File: src/rtl/issue_queue_ctrl.sv
// In-order issue queue between ID decode and the A/B execution channels.
// Define DUAL_ISSUE_EN to enable channel B pairing; otherwise issue is single through A.
package issue_queue_pkg;
    typedef struct packed {
        logic        o_valid;
        logic [31:0] pc;
        logic [3:0]  br_type;
        logic [1:0]  inst_type;
        logic        wb_sel;
        logic        rf_we;
        logic [4:0]  rf_rd;
        logic [4:0]  rf_raddr1;
        logic [4:0]  rf_raddr2;
    } PC_set;
endpackage

module issue_queue_ctrl
    import issue_queue_pkg::*;
#(
    parameter int DEPTH = 8,
    localparam int PTR_W = $clog2(DEPTH)
) (
    input  logic           clk,
    input  logic           rst,
    input  logic           flush,
    input  PC_set          in_set0,
    input  PC_set          in_set1,
    input  logic           in_valid0,
    input  logic           in_valid1,
    output logic           in_ready,
    input  logic           ex_ready,
    output PC_set          issue_a,
    output PC_set          issue_b,
    output logic           issue_valid_a,
    output logic           issue_valid_b,
    output logic [PTR_W:0] q_count
);

    localparam logic [PTR_W:0] PUSH_LIMIT = (PTR_W + 1)'(DEPTH - 2);

    PC_set            mem [DEPTH];
    logic [PTR_W-1:0] wr_ptr;
    logic [PTR_W-1:0] rd_ptr;
    logic [PTR_W:0]   count;
    logic             ld_track_valid;
    logic [4:0]       ld_track_rd;
    logic             push;
    logic [1:0]       push_n;
    logic [1:0]       pop_n;
    logic             cand_a;
    logic             cand_b;
    PC_set            head;
    PC_set            second;

    function automatic logic ld_hazard(input PC_set x, input logic tv, input logic [4:0] trd);
        return tv & (trd != 5'd0) & ((x.rf_raddr1 == trd) | (x.rf_raddr2 == trd));
    endfunction

    function automatic logic is_load(input PC_set x);
        return x.wb_sel & x.rf_we;
    endfunction

    // Ready comes from the registered count, so a push at DEPTH-2 is legal even with no pop.
    assign in_ready = (count <= PUSH_LIMIT);
    assign push     = in_ready & in_valid0 & ~flush;
    assign push_n   = push ? (in_valid1 ? 2'd2 : 2'd1) : 2'd0;

    assign head    = mem[rd_ptr];
    assign second  = mem[rd_ptr + PTR_W'(1)];
    assign issue_a = head;
    assign issue_b = second;
    assign q_count = count;

    always_comb begin
        cand_a        = (count != '0) & ~ld_hazard(head, ld_track_valid, ld_track_rd);
        issue_valid_a = cand_a & ex_ready & ~flush;
    end

`ifdef DUAL_ISSUE_EN
    // B pairs with A only when it cannot observe A's result or contend for the memory port.
    always_comb begin
        cand_b = issue_valid_a
               & (count >= (PTR_W + 1)'(2))
               & (head.br_type == 4'd0)
               & ~(head.rf_we & (head.rf_rd != 5'd0)
                   & ((second.rf_raddr1 == head.rf_rd) | (second.rf_raddr2 == head.rf_rd)))
               & ~(head.inst_type[1] & second.inst_type[1])
               & ~ld_hazard(second, ld_track_valid, ld_track_rd);
    end
`else
    assign cand_b = 1'b0;
`endif

    assign issue_valid_b = cand_b;
    assign pop_n = {1'b0, issue_valid_a} + {1'b0, issue_valid_b};

    always_ff @(posedge clk or posedge rst) begin
        if (rst) begin
            wr_ptr         <= '0;
            rd_ptr         <= '0;
            count          <= '0;
            ld_track_valid <= 1'b0;
            ld_track_rd    <= 5'd0;
        end else if (flush) begin
            wr_ptr         <= '0;
            rd_ptr         <= '0;
            count          <= '0;
            ld_track_valid <= 1'b0;
        end else begin
            wr_ptr <= wr_ptr + PTR_W'(push_n);
            rd_ptr <= rd_ptr + PTR_W'(pop_n);
            count  <= count + (PTR_W + 1)'(push_n) - (PTR_W + 1)'(pop_n);
            // The youngest issued load is the one a following instruction must wait on.
            if (ex_ready) begin
                if (issue_valid_b & is_load(second)) begin
                    ld_track_valid <= 1'b1;
                    ld_track_rd    <= second.rf_rd;
                end else if (issue_valid_a & is_load(head)) begin
                    ld_track_valid <= 1'b1;
                    ld_track_rd    <= head.rf_rd;
                end else begin
                    ld_track_valid <= 1'b0;
                end
            end
        end
    end

    always_ff @(posedge clk) begin
        if (push) begin
            mem[wr_ptr] <= in_set0;
            if (in_valid1) begin
                mem[wr_ptr + PTR_W'(1)] <= in_set1;
            end
        end
    end

endmodule

File: config.mk
export PLATFORM = sky130hd
export DESIGN_NAME = issue_queue_ctrl
export DESIGN_NICKNAME = d
export VERILOG_FILES = /design/src/rtl/issue_queue_ctrl.sv
export SDC_FILE = /design/constraint.sdc
export NUM_CORES = 1
export LEC_CHECK = 0
export ABC_CLOCK_PERIOD_IN_PS = 16750
export BUFFER_PORTS_ARGS = -buffer_cell sky130_fd_sc_hd__clkbuf_2
export CAP_MARGIN = 25
export CORE_ASPECT_RATIO = 0.75
export CORE_UTILIZATION = 65
export CTS_CLUSTER_SIZE = 12
export DETAILED_ROUTE_END_ITERATION = 12
export PLACE_DENSITY = 0.85
export SYNTH_ARGS = -nofsm -noshare
export SYNTH_HDL_FRONTEND = slang
export SYNTH_SLANG_ARGS = --single-unit
File: constraint.sdc
create_clock -name clk -period 16.75 [get_ports clk]
set_clock_uncertainty 0.15 [all_clocks]
set_input_delay 0.8375 -clock clk [delete_from_list [all_inputs] [get_ports clk]]
set_output_delay 0.8375 -clock clk [all_outputs]
set_load 0.05 [all_outputs]
# == Word level (Yosys, flattened, before mapping) ==
# Memory sizes are Yosys's and may differ from the RTL's.
# Index checks and enable logic that the tools add are counted.
# op_classes
addsub,6
n_lt_le_gt_ge,1
eq_ne,2
mux,13
bitwise,12
reduce_logical,4
# op_table
cell,n
equality test 5 bit,2
AND 1 bit,9
two-way mux 1 bit,8
adder 3 x 1 -> 3 bit (second input constant),2
two-way mux 3 bit,2
nonzero test 5 bit,1
adder 4 x 2 -> 4 bit,1
<= comparator 4 x 3 -> 1 bit (second input constant),1
two-way mux 2 bit,2
two-way mux 4 bit,1
nonzero test 4 bit,1
subtractor 4 x 1 -> 4 bit,1
adder 3 x 1 -> 3 bit,1
adder 3 x 2 -> 3 bit,1
AND reduction 3 bit,1
inverter 1 bit,2
nonzero test 2 bit,1
bitwise OR 1 bit,1
# totals
reg_bits,16
ram_bits,448
out_inout_bits,119
memories,1
# memory_table
memory,words,word_bits,rd,rd_clocked_by_memory_dff,wr,line,source
mem,8,56,2,0,2,41,PC_set mem [DEPTH];

# == Longest topological paths before layout ==
# Gate-level depths: netlist of the first run.
# An unclocked memory read counts as a cell.
# logic_depth
ltp_word,12
mapped_depth,17
ltp_nobuf,13

# == Worst setup path after synthesis of the first run ==
# OpenSTA, ideal clock, no wires.
# synth_timing
kind,register -> register
from,"reg count[3], in the netlist q_count[3]"
to,"mem mem[0][0] (netlist name), enable pin"
setup_ps,553
arrival_time_ps,6527
path_slack_ps,9520
path_stages_with_launch,8
synth_period_minus_slack_ps,7230
cell_sequence,dfrtp_1 -> inv_1 -> ha_1 -> nand2_1 -> mux2i_1 -> and3b_1 -> nand2b_1 -> o31ai_1
# synth_lines
element,line,source
from (decl),44,logic [PTR_W:0] count;
from (signal assigned),112,count <= count + (PTR_W + 1)'(push_n) - (PTR_W + 1)'(pop_n);
to (decl),41,

==> flow_summary.json, run 1 <==
{
  "clock_path_buffers": 3,
  "ys_seq_elements": 464,
  "cts_resized": 0,
  "syn_nets": 1659,
  "grt_util_met1_pct": 45.6,
  "final-hold-violation-count": 0,
  "grt_pass1_wl_um": 103000,
  "crit_type": "reg -> out",
  "ys_warn_count": 0,
  "cp_num_cells": 6,
  "power_switching_uw": 1180,
  "fin_cells": 2296,
  "start_kind": "register",
  "grt.met3_usage_pct": 7.17,
  "clkPwrFrac_pct": 28.9,
  "drtIter0Drc": 1911,
  "ys_seq_area_share_pct": 51.7,
  "wl_per_cell_um": 30.5,
  "synth_top_area_cell": "edfxtp_1",
  "viasPerCell": 7.08,
  "maxCapViolCount": 0,
  "fin_nets": 1862,
  "postCtsHoldBufs": 0,
  "synthFlopType": "edfxtp_1",
  "cp_max_fo": 46,
  "clock-root-buffer": "clkbuf_16",
  "synth_commonest_cells": "mux2_2 (547), edfxtp_1 (448), mux4_2 (204)",
  "reg2reg_depth": 14,
  "avgSynthCellArea_um2": 17.6,
  "yosysMostFrequentCell": "mux2_2",
  "clk_pin_slew_ps": 60,
  "switching_share_pct": 33.3,
  "antenna_found_initial": 5,
  "grt_max_degree": 66,
  "critPathSlowestCell": "buf_4",
  "cp_num_buf_inv": 3,
  "chipHeight_um": 178,
  "finalCriticalPeriod_ps": 5900,
  "io-pin-count": 237,
  "finalSetupViolations": 0,
  "syn_area_mm2": 0.0268,
  "drive_above_1_share_pct": 62.9,
  "vias": 16300,
  "syn_to_final_growth_pct": 12.2,
  "outcome": "completed",
  "core_area_mm2": 0.0407,
  "rows": 64,
  "synth_cell_types": 46,
  "synth_area_leaders": "edfxtp_1 (50%), mux2_2 (23%), mux4_2 (17%), dfrtp_1 (1.5%), mux2i_1 (1.4%)",
  "dp_cells": 2206,
  "gp_congestion": 0.841,
  "report.final.slew_viol_count": 0,
  "power_density_mw_per_mm2": 118,
  "crit_path_frequent_cell": "buf_4",
  "grt.met2_usage_pct": 54.5,
  "die_w_um": 236,
  "synth_edf_count": 448,
  "cpLargestDelayFamily": "buffers and inverters",
  "fillers": 2421,
  "p_int_uw": 2360,
  "maxSlewHeadroom_pct": 32.2,
  "worst_slew_pin_slew_ps": 1020,
  "start_util_pct": 65.9,
  "grt-ovfl-total": 0,
  "drt_first_pass_iters": 6,
  "synth_top_area_share_pct": 50.2,
  "fmax_mhz": 169,
  "power_frac_comb_pct": 32.5,
  "clock-sinks": 464,
  "clkLatencyLatePin_ps": 580,
  "drc_errors": 0,
  "worstSetupEndpointType": "primary output",
  "htreeDepth": 2,
  "cts_setup_buffers": 0,
  "dpl.hpwl_um": 40700,
  "finalSetupTns_ps": 0,
  "numCtsBuffers": 48,
  "cts_tree": "done",
  "p_leak_uw": 0.0100,
  "dieArea_mm2": 0.0421,
  "async_reset_ff_share_pct": 3.45,
  "worstPathCellList": "ha_4, buf_4, buf_4, mux4_2, mux2_2, clkbuf_2",
  "hp-class": "in -> async",
  "crit_arrival_ps": 4920,
  "grt_use_total_pct": 33.4,
  "io_buffer_count": 235,
  "ant_nets": 0,
  "seqPwrFrac_pct": 38.6,
  "grt_setup_unrepaired": "no",
  "drt-total-wl_um": 70100,
  "busiest_layer": "met2",
  "grt_pass1_vias": 16400,
  "finalCritPeriodShare_pct": 35.3,
  "syn_inst": 1527,
  "worstPathRequired_ps": 15760,
  "cpPeakStageDelay_ps": 870,
  "ir_drop_mv": 0.103
}
==> sequential cells by signal (all words and copies together), names as in the netlist <==
signal	flops
q_count	4
mem	448
rd_ptr	3
wr_ptr	3
ld_track_rd	5
ld_track_valid	1
==> worst paths after layout <==
kind,slack [ps],from,to
max,10850,rd_ptr[1],issue_b[4]
min,240,rst,q_count[2]
max reg2reg,11400,rd_ptr[0],q_count[2]
min reg2reg,390,ld_track_rd[0],ld_track_rd[0]
max in group asynchronous,15620,rst,rd_ptr[0]
min in group clk,390,ld_track_rd[0],ld_track_rd[0]
==> cells by family (layout without fill, tap and decap cells) <==
group / Yosys count / in the layout / share of synthesized area (%)
simple gates: 73 / 73 / 1.66
mux: 799 / 799 / 42.2
compound gates: 31 / 31 / 0.775
fa+ha+maj: 14 / 14 / 0.710
xor+xnor: 12 / 12 / 0.392
other cells: 1 / 4 / 0.0140
flops: 464 / 464 / 51.7
buf+inv: 133 / 371 / 2.60
==> per-stage QoR <==
stage	utilization [%]	power (µW)	cell area, µm²	hold slack [ps]	setup slack [ps]
2_1_floorplan	-	2290	26800	331	9520
3_3_place_gp	69.9	2510	28400	353	11370
3_5_place_dp	70.2	2530	28500	376	11310
4_1_cts	73.8	3540	30000	226	10700
5_1_grt	73.9	3640	30100	275	10500
6_report	73.9	3540	30100	237	10850
==> placed cells by master (no fill, tap or decap), types with 3 or more instances in the layout <==
master,netlist,routed
mux2_1,3,3
ha_1,12,11
mux2i_1,37,37
clkinv_1,0,7
dfrtp_4,0,3
clkbuf_8,0,5
inv_1,16,16
a21oi_1,5,5
nand2_1,15,13
clkbuf_16,0,49
edfxtp_1,448,448
buf_16,0,6
mux4_2,204,204
mux2_4,6,6
o21bai_4,0,4
a22oi_1,13,13
and3_1,10,8
nor2_1,10,10
dfrtp_1,16,13
nand2b_1,6,6
and2_1,5,5
mux2_2,547,547
diode_2,0,3
xnor2_1,10,10
nor2b_1,9,9
buf_4,14,28
clkbuf_2,1,235
clkbuf_1,30,18
==> power groups by stage <==
stage / clock, µW / sequential [µW] / combinational [µW]
2_1_floorplan: 0 / 1380 / 902
3_3_place_gp: 0 / 1390 / 1120
4_1_cts: 1020 / 1360 / 1150
6_report: 1020 / 1370 / 1150
3_5_place_dp: 0 / 1390 / 1140
5_1_grt: 1070 / 1370 / 1210
==> per-layer routing <==
layer / vias to the layer above / part of all wire (%)
met1: 8467 / 38
met4: 4 / 2.3
met2: 920 / 49
met5: - / 0.037
met3: 140 / 11
li1: 6730 / -
==> final cells by class <==
cell class | instances | area [µm²] | area share [%]
tap | 528 | 661 | 2.20
sequential | 464 | 13900 | 46.1
clock buffer | 72 | 1360 | 4.53
antenna | 3 | 7.51 | 0.0250
timing repair buffer | 270 | 1570 | 5.23
clock inverter | 13 | 91.3 | 0.304
inverter | 16 | 60.1 | 0.200
multi-input combinational | 930 | 12400 | 41.4
Note: power is estimated with default switching activity, not from simulation.
==> run 2, diff against run 1 <==
ABC_CLOCK_PERIOD_IN_PS = 5600   (was 16750)
CORE_UTILIZATION = 61   (was 65)
PLACE_DENSITY = 0.8   (was 0.85)
clock period = 5.6 ns   (was 16.75 ns; I/O delays follow)
==> run 2 against run 1 <==
  * Wire length rose by 4.5%
  * Clock power rose to 2.9 times the previous value
  * Via count rose by 3.6%
  * Highest routed layer unchanged
  * Critical path depth did not move
  * Critical endpoint is now issue_b[21]
  * Die area rose by 6.5%
  * Hold slack got worse by 200 ps
  * Sequential share of layout area fell by 2.5 points
==> flow_summary.json, run 2 (synthesized netlist as in run 1, its figures left out) <==
{
  "outcome": "completed",
  "p_leak_uw": 0.0107,
  "ant_nets": 0,
  "drtIter0Drc": 1788,
  "start_util_pct": 61.8,
  "viasPerCell": 6.72,
  "power_switching_uw": 3540,
  "worst_slew_pin_slew_ps": 1000,
  "finalCriticalPeriod_ps": 4900,
  "io-pin-count": 237,
  "hp-class": "in -> reg",
  "drc_errors": 0,
  "crit_type": "reg -> out",
  "wl_per_cell_um": 29.2,
  "clock_path_buffers": 3,
  "drive_above_1_share_pct": 57.6,
  "finalCritPeriodShare_pct": 87.5,
  "placed_area_mm2": 0.0287,
  "fmax_mhz": 204,
  "grt_setup_unrepaired": "no",
  "final_cell_mix": "mux2_2 (547), edfxtp_1 (448), clkbuf_2 (235)",
  "worstSetupEndpointType": "primary output",
  "grt_use_total_pct": 32.6,
  "syn_to_final_growth_pct": 18.6,
  "htreeDepth": 2,
  "numCtsBuffers": 49,
  "cts_tree": "done",
  "drt_first_pass_iters": 7,
  "rows": 66,
  "grt_pass1_wl_um": 108000,
  "core_area_mm2": 0.0434,
  "maxCapViolCount": 0,
  "report.final.slew_viol_count": 0,
  "clock-root-buffer": "clkbuf_16",
  "clk_pin_slew_ps": 60,
  "cp_max_fo": 63,
  "gp_congestion": 0.828,
  "grt_max_degree": 64,
  "crit_arrival_ps": 4470,
  "vias": 16800,
  "largest_register_ffs": 448,
  "grt_pass1_vias": 17200,
  "seqPwrFrac_pct": 38.8,
  "final-hold-violation-count": 0,
  "p_int_uw": 7080,
  "die_w_um": 244,
  "cts_setup_buffers": 0,
  "worstPathRequired_ps": 5170,
  "clock-sinks": 464,
  "clkPwrFrac_pct": 28.0,
  "final_cell_area_mm2": 0.0318,
  "grt-ovfl-total": 0,
  "finalSetupViolations": 0,
  "dpl.hpwl_um": 40800,
  "power_frac_comb_pct": 33.3,
  "antenna_found_initial": 4,
  "maxSlewHeadroom_pct": 33.2,
  "dieArea_mm2": 0.0448,
  "io_buffer_count": 235,
  "hold_slack_ps": 36.2,
  "clkLatencyLatePin_ps": 580,
  "power_density_mw_per_mm2": 334,
  "drt-total-wl_um": 73200,
  "ir_drop_mv": 0.341,
  "start_kind": "register",
  "fin_nets": 2029,
  "chipHeight_um": 184,
  "switching_share_pct": 33.3,
  "final_common_cell": "mux2_2",
  "largest_register": "mem"
}
==> run 2: changes by cell type in the layout (fill, tap and decap cells not counted), moves of 2 or more <==
| cell | previous run | this run |
|---|---|---|
| clkbuf_16 | 49 | 51 |
| buf_4 | 28 | 21 |
| dlygate4sd3_1 | 0 | 168 |
| clkinv_2 | 2 | 9 |
| buf_16 | 6 | 2 |
| clkbuf_1 | 18 | 11 |
| buf_12 | 1 | 10 |
| clkbuf_8 | 5 | 0 |
| clkinv_1 | 7 | 9 |
==> run 2: worst max-delay path, stage by stage, from the launching register on <==
cell      delay (ps)
dfrtp_4         1070
buf_4            570
ha_4             690
buf_12           380
mux4_2           550
mux2_2           310
clkbuf_2         250
==> run 2: metrics by stage <==
stage | power [µW] | TNS, ps | std cells | setup WS, ps | utilization [%]
floorplan | 6830 | -9440 | 1527 | -47.8 | -
global placement | 7530 | 0 | 2254 | 1000 | 66.0
detailed placement | 7590 | 0 | 2255 | 925 | 66.1
CTS | 10600 | 0 | 2505 | 664 | 73.2
global route | 10900 | 0 | 2507 | 494 | 73.3
finish | 10600 | 0 | 2508 | 702 | 73.3
==> run 2: path summary, 6_finish.rpt <==
kind | startpoint | to | slack [ps] | cells after the start
max reg2reg | rd_ptr[1] | q_count[2] | 750 | 12
max | rd_ptr[0] | issue_b[21] | 700 | 6
min | in_set1[50] | mem[0][50] | 40 | 2
min in group asynchronous | rst | q_count[1] | 230 | 3
min reg2reg | ld_track_rd[4] | ld_track_rd[4] | 390 | 1
max in group asynchronous | rst | rd_ptr[0] | 4500 | 3
==> run 2: area by class of cell <==
class	instances	area, µm²
antenna	2	5.00
clock buffer	62	1320
clock inverter	20	96.3
fill	2691	11600
inverter	16	60.1
multi-input combinational	930	12400
sequential	464	13900
tap	578	723
timing repair buffer	436	3270
==> run 2: what timing repair did <==
item,in CTS,in global routing
hold endpoints to repair,460,0
setup endpoints to repair,0,0
hold buffers,168,0
resized for setup,0,0
==> run 2: power by group through the flow <==
stage          clock network [µW]  logic [µW]  registers [µW]
6_report                     2970        3530            4120
5_1_grt                      3110        3700            4130
4_1_cts                      2990        3530            4110
3_5_place_dp                    0        3410            4180
3_3_place_gp                    0        3360            4170
2_1_floorplan                   0        2700            4140
==> run 2: metal layers <==
metal	GRT usage, %	vias to the layer above	routed length, µm	part of all wire [%]
met5	0	-	23	0.031
met2	52.7	884	35600	49
met4	9.70	4	1750	2.4
met3	7.23	151	6590	9.0
li1	-	7074	-	-
met1	44.8	8734	29200	40
